### config.mk
export PLATFORM = sky130hd
export DESIGN_NAME = regfile_mp
export DESIGN_NICKNAME = d
export VERILOG_FILES = /design/src/rtl/regfile_mp.sv
export SDC_FILE = /design/constraint.sdc
export NUM_CORES = 2
export LEC_CHECK = 0
export BUFFER_PORTS_ARGS = -buffer_cell sky130_fd_sc_hd__clkbuf_2
export CAP_MARGIN = 20
export CORE_ASPECT_RATIO = 1.4
export CORE_MARGIN = 4
export CORE_UTILIZATION = 59
export CTS_BUF_LIST = sky130_fd_sc_hd__clkbuf_8
export DETAILED_ROUTE_END_ITERATION = 12
export GPL_ROUTABILITY_DRIVEN = 1
export PLACE_DENSITY = 0.79
export SYNTH_ARGS = -nofsm -noshare
export SYNTH_HDL_FRONTEND = slang
export SYNTH_SLANG_ARGS = --single-unit
export TNS_END_PERCENT = 30
### constraint.sdc
create_clock -name clk -period 29.6 [get_ports clk]
set_clock_uncertainty 0.05 [all_clocks]
set_input_delay 2.96 -clock clk [delete_from_list [all_inputs] [get_ports clk]]
set_output_delay 2.96 -clock clk [all_outputs]
set_load 0.1 [all_outputs]
### src/rtl/regfile_mp.sv
// regfile_mp: parametrised multi-port integer register file for the decode stage.
// Synchronous writes on NWR ports, combinational reads on NRD ports with
// same-cycle write-through bypass; register 0 reads as zero.
// Optional feature: define REGFILE_SCOREBOARD_EN to build a per-register busy
// vector that flags reads of registers with an outstanding producer.
// No valid/ready handshakes here: every port is sampled or driven every cycle,
// a write is qualified only by its wr_en bit and alloc only by alloc_en.
module regfile_mp #(
   parameter  int XLEN = 32,
   parameter  int NREG = 32,
   parameter  int NRD  = 2,
   parameter  int NWR  = 1,
   localparam int AW   = $clog2(NREG)
) (
   input  logic                clk,
   input  logic                rst,
   input  logic [NRD*AW-1:0]   rd_addr,
   output logic [NRD*XLEN-1:0] rd_data,
   input  logic [NWR-1:0]      wr_en,
   input  logic [NWR*AW-1:0]   wr_addr,
   input  logic [NWR*XLEN-1:0] wr_data,
   input  logic                alloc_en,
   input  logic [AW-1:0]       alloc_addr,
   output logic [NRD-1:0]      rd_busy
);

   logic [XLEN-1:0] regs [NREG];
   logic [AW-1:0]   wa   [NWR];
   logic [XLEN-1:0] wd   [NWR];
   logic [AW-1:0]   ra   [NRD];
   logic [NRD-1:0]  rd_hit;

   for (genvar j = 0; j < NWR; j++) begin : g_wr_unpack
      assign wa[j] = wr_addr[j*AW +: AW];
      assign wd[j] = wr_data[j*XLEN +: XLEN];
   end

   for (genvar k = 0; k < NRD; k++) begin : g_rd_unpack
      assign ra[k] = rd_addr[k*AW +: AW];
   end

   // Storage: clear on reset, then apply write ports in index order so the
   // highest-index port wins a same-address collision. Register 0 is never written.
   always_ff @(posedge clk or posedge rst) begin
      if (rst) begin
         for (int i = 0; i < NREG; i++) begin
            regs[i] <= '0;
         end
      end else begin
         for (int j = 0; j < NWR; j++) begin
            if (wr_en[j] && (wa[j] != '0)) begin
               regs[wa[j]] <= wd[j];
            end
         end
      end
   end

   for (genvar k = 0; k < NRD; k++) begin : g_rd
      logic [XLEN-1:0] rd_val;
      logic            hit;

      // Read mux: stored value, overridden by any same-cycle write to the
      // same address (last port wins), forced to zero for x0 and during reset.
      always_comb begin
         rd_val = regs[ra[k]];
         hit    = 1'b0;
         for (int j = 0; j < NWR; j++) begin
            if (wr_en[j] && (wa[j] == ra[k])) begin
               rd_val = wd[j];
               hit    = 1'b1;
            end
         end
         if (rst || (ra[k] == '0)) begin
            rd_val = '0;
         end
      end

      assign rd_data[k*XLEN +: XLEN] = rd_val;
      assign rd_hit[k]               = hit;
   end

`ifdef REGFILE_SCOREBOARD_EN
   logic [NREG-1:0] busy;

   // Busy vector: committed writes clear, alloc sets afterwards so a new
   // producer allocated in the same cycle supersedes the retiring one.
   always_ff @(posedge clk or posedge rst) begin
      if (rst) begin
         busy <= '0;
      end else begin
         for (int j = 0; j < NWR; j++) begin
            if (wr_en[j] && (wa[j] != '0)) begin
               busy[wa[j]] <= 1'b0;
            end
         end
         if (alloc_en && (alloc_addr != '0)) begin
            busy[alloc_addr] <= 1'b1;
         end
      end
   end

   for (genvar k = 0; k < NRD; k++) begin : g_busy
      // A bypassed read already carries the new value, so it is not busy.
      assign rd_busy[k] = busy[ra[k]] & ~rd_hit[k];
   end
`else
   logic unused_sb;

   // Scoreboard absent: alloc inputs and bypass hits have no consumer.
   assign unused_sb = ^{alloc_en, alloc_addr, rd_hit};
   assign rd_busy   = '0;
`endif

endmodule
# Word level (Yosys, flattened, before mapping)
# Index checks and enable logic that the tools add are counted.
[word_totals] in_bits=56 reg_bits=1024 out_inout_bits=66
[op_classes] order_cmp=4 mux=13 reduce_logical=9 eq_ne=2 bitwise_logic=3
[ops] cell="$bwmux W1024" n=1
[ops] cell="$bmux W32 S5" n=2
[ops] cell="$mux W32" n=9
[ops] cell="$demux W32 S5" n=1
[ops] cell="$ge A6 B6 Y1 const B" n=3
[ops] cell="$not A5 Y6" n=3
[ops] cell="$eq A5 B5 Y1" n=2
[ops] cell="$logic_not A5 Y1" n=2
[ops] cell="$lt A6 B1 Y1 const B" n=1
[ops] cell="$reduce_bool A5 Y1" n=1
[ops] cell="$logic_and A1 B1 Y1" n=4
[ops] cell="$logic_or A1 B1 Y1" n=2

# Longest topological paths before layout
[depth] ltp_word=6 mapped_depth=9 mapped_depth_nobuf=5

# Worst setup path before layout
# No wires, ideal clock.
[synth_timing] path_kind="in2out" startpoint="in rst" endpoint="out rd_data[33]" n_path_buf=1 setup_slack_ns=-1.634 arrival_ns=28.224 cell_stages=5 cell_sequence="inv_1 > o311ai_2 > buf_2 > a21oi_1 > a211o_1"
[synth_via] elab_chain_len=2
[synth_rtl] element="start: declaration" line="16" source="input logic rst,"
[synth_rtl] element="$logic_or A1 B1 Y1" line="73" source="if (rst || (ra[k] == '0)) begin"
[synth_rtl] element="$mux W32" line="73"
[synth_rtl] element="end: declaration" line="18" source="output logic [NRD*XLEN-1:0] rd_data,"
# Every way passes these cells.

# Final worst setup path
[layout_timing] startpoint="in rd_addr[6]" endpoint="out rd_data[52]"
[layout_via] elab_chain_len=6 elab_cells_between_ends=10 cone_classes="eq/ne (1); mux (5); bitwise (1); reduce/logical (3)"
[layout_rtl] element="start: declaration" line="17" source="input logic [NRD*AW-1:0] rd_addr,"
[layout_rtl] element="$not A5 Y6 (not written as such)" line="65" source="rd_val = regs[ra[k]];"
[layout_rtl] element="$bmux W32 S5" line="65"
[layout_rtl] element="$mux W32 (not written as such) (2 in series)" line="65"
[layout_rtl] element="$mux W32" line="68" source="if (wr_en[j] && (wa[j] == ra[k])) begin"
[layout_rtl] element="$mux W32 *" line="73"
# Every way passes the cells marked *; elsewhere a longest branch is shown, timed or not. The select of a mux whose other input is x is not followed.

==> results.ini <==
[synth]
ys_warn_count=0
yosys.area_share.xor_xnor_pct=0.144
netlist_instances=3737
synthesis.area_sq_um=54700
synth_fa_ha_area_share_pct=0
yosysTopAreaCellShare_pct=46.9
synth-seq-cells=1024
synth_common_cells=1024 x dfrtp_1, 775 x mux2_2, 383 x mux4_2
yosysTopAreaCell=dfrtp_1
synth-compound-area-share_pct=7.43
synth_top_family_by_area=multiplexers
synth_edf_count=0
ys.flop_type=dfrtp_1
yosys-mux-area-fraction_pct=41.0
avgSynthCellArea_sq_um=14.6
ys_async_sr_fraction_pct=100
synth_most_common_cell=dfrtp_1
synthDistinctLibCells=46
seq_area_frac_synth_pct=46.9
synthTopCellsByArea=dfrtp_1 47%, mux2_2 16%, mux4_2 16%, mux2i_1 4.8%, mux2_1 4.5%
yosys.area_share.simple_pct=0.744

[final_layout]
nets=3717
regMostFlops=regs
fin_util_pct=64.4
drive_gt1_share_pct=43.2
reg.largest.list=regs: 1024 flops
syn_to_final_growth_pct=7.85
largest_reg_flops=1024

[power]
ir_drop_v=0.0000492
p_leak_nw=26.3
powerDensity_nw_per_um2=66.1

[floorplan]
rows=131
dieWidth_um=265
initial_utilization_pct=59.7
fp.dieH_um=368
core_sq_um=91600
die-area_sq_um=97700
io_pins=122

[global_route]
grt_pass1_wl_mm=238
grt_max_degree=151
grt_usage_pct=32.5
grt_antenna_before_repair=9
grt_overflow=0
grt_pass1_vias=37900

[worst_setup_path]
endpoint_kind=output port
critPathMaxFanout=59
reg2reg_depth=1
cp_top_family=buffers and inverters
cp-start-kind=input pin
crit_arrival_ps=7800
worst_path_most_repeated_cell=buf_4
critPathRequiredTime_ps=26590
cp_num_cells=10
cp.buffers_inverters=5
cp_cell_sequence=buf_8, buf_4, buf_4, nor4_1, nor3_1, a21oi_1, nor4_4, buf_4, a211o_1, clkbuf_2
ff2ff_setup_slack_ps=28710
worst_r2r_endpoint=regs[245]$_DFFE_PP0P_
reg2reg_from=regs[245]$_DFFE_PP0P_
path_class=in -> out
cp_slowest_stage_delay_ps=860
crit_slowest_cell=nor4_4
startpoint=rd_addr[6]
crit_end=rd_data[52]

[clock_tree]
clkTransAtPathRegs_ps=60
worst_skew_pair.late_latency_ps=820
cts_made_buffers=161
cts_setup_buffers=0
root_buffer=clkbuf_8
cts_resized=0
cts-hold-fix-buffers=0
cts.sinks=1024
cts_max_path_buffers=3
cts_tree=built
htreeDepth=4

[sta]
final_max_slew_viol_count=0
tightest_slew_ps=1120
timing.final.ws_setup_ps=18790
finalSetupViolCount=0
relSlewSlack_pct=24.7
rsz0062_at_grt=false
finalSetupTns_ps=0
min_period_ps=10810
fin_crit_sh_pct=36.5
max_freq_ghz=0.0925
hold_violations=0

[routing]
vias=36100
first_iter_violations=4146
drt-pass1-iter-count=6
avgRoutedWirePerCell_um=31.7
detail_route.vias_per_cell=7.24
drcViolationCount=0
final_antenna_net_count=0
totalWireLength_mm=158

[place]
io_buffers=113
place_ws_ps=18900
dp_hpwl_mm=91.4
routabilityCongestion=0.822

[job]
cap_viol_max_count=0

[run_status]
outcome=finished clean

[worst_hold_path]
hold_start=regs[1006]$_DFFE_PP0P_
min_path_type=reg -> reg

## report_power, final
group / leakage [nW] / internal (mW) / total (mW) / switching (mW)
clock network: 1.87 / 0.640 / 1.21 / 0.569
logic: 11.3 / 0.446 / 0.827 / 0.381
registers: 13.1 / 1.67 / 1.86 / 0.194
total: 26.3 / 2.75 / 3.90 / 1.14
## per-layer routing
layer | vias up | GRT usage, % | part of all wire, %
li1 | 14500 | - | -
met1 | 19100 | 42.2 | 37
met2 | 2001 | 52.2 | 48
met3 | 506 | 7.77 | 9.5
met4 | 12 | 14.9 | 5.0
met5 | - | 0 | 0.10
## area by class of cell
| cell class | count | area, sq um |
|---|---|---|
| well taps | 1197 | 1500 |
| flip-flops and latches | 1024 | 25600 |
| inverters | 3 | 15.0 |
| diodes | 7 | 17.5 |
| repair buffers | 201 | 1350 |
| clock inverters | 87 | 505 |
| clock buffers | 199 | 2740 |
| multi-input cells | 2270 | 27200 |
| fillers | 6623 | 32600 |
## kinds of logic after synthesis
logic type | count (synthesis)
AO/OA/AOI/OAI | 545
buffers and inverters | 444
flip-flops | 1024
multiplexers | 1637
other | 1
AND/OR/NAND/NOR | 77
XOR/XNOR | 9
## per-stage QoR
step | power [mW] | instance area [sq um] | hold slack [ps] | cells
2_1_floorplan | 2.51 | 54700 | 391 | 3738
3_3_place_gp | 2.65 | 55700 | 326 | 4693
3_5_place_dp | 2.70 | 55700 | 333 | 4693
4_1_cts | 3.90 | 58900 | 347 | 4979
5_1_grt | 4.07 | 59000 | 356 | 4983
6_report | 3.90 | 59000 | 344 | 4988
## cells in the final DEF, fill, tap and decap left out, types with 2 or more instances in the layout
cell type / count
buf_16: 2
buf_12: 3
clkinv_2: 11
nor3_1: 4
mux2_1: 219
a21oi_1: 96
nand3_1: 6
inv_1: 62
nor2b_4: 4
xor2_1: 4
conb_1: 2
buf_4: 84
dfrtp_1: 1024
diode_2: 7
xnor2_1: 5
nor3b_1: 3
mux2_2: 775
a22oi_1: 127
nand3b_1: 8
a211oi_1: 62
nor2_4: 20
o21bai_1: 32
a22o_1: 63
o22ai_1: 31
nand2_1: 2
mux2i_1: 260
a221oi_1: 64
mux4_2: 383
clkinvlp_4: 9
and2_2: 2
bufinv_16: 4
clkbuf_8: 199
buf_8: 4
nor4_1: 2
nand2_2: 15
o221ai_1: 32
clkbuf_2: 108
clkinv_8: 2
a211o_1: 32
## worst min-delay path by stage
stage	to	slack, ps	depth (start not counted)
after floorplan	regs[1000]$_DFFE_PP0P_	390	1
after global placement	regs[1018]$_DFFE_PP0P_	330	0
after detailed placement	regs[1022]$_DFFE_PP0P_	330	0
after CTS	regs[1008]$_DFFE_PP0P_	350	0
after global routing	regs[1007]$_DFFE_PP0P_	360	0
final	regs[1006]$_DFFE_PP0P_	340	0
Power figures use the tool's default switching activity.
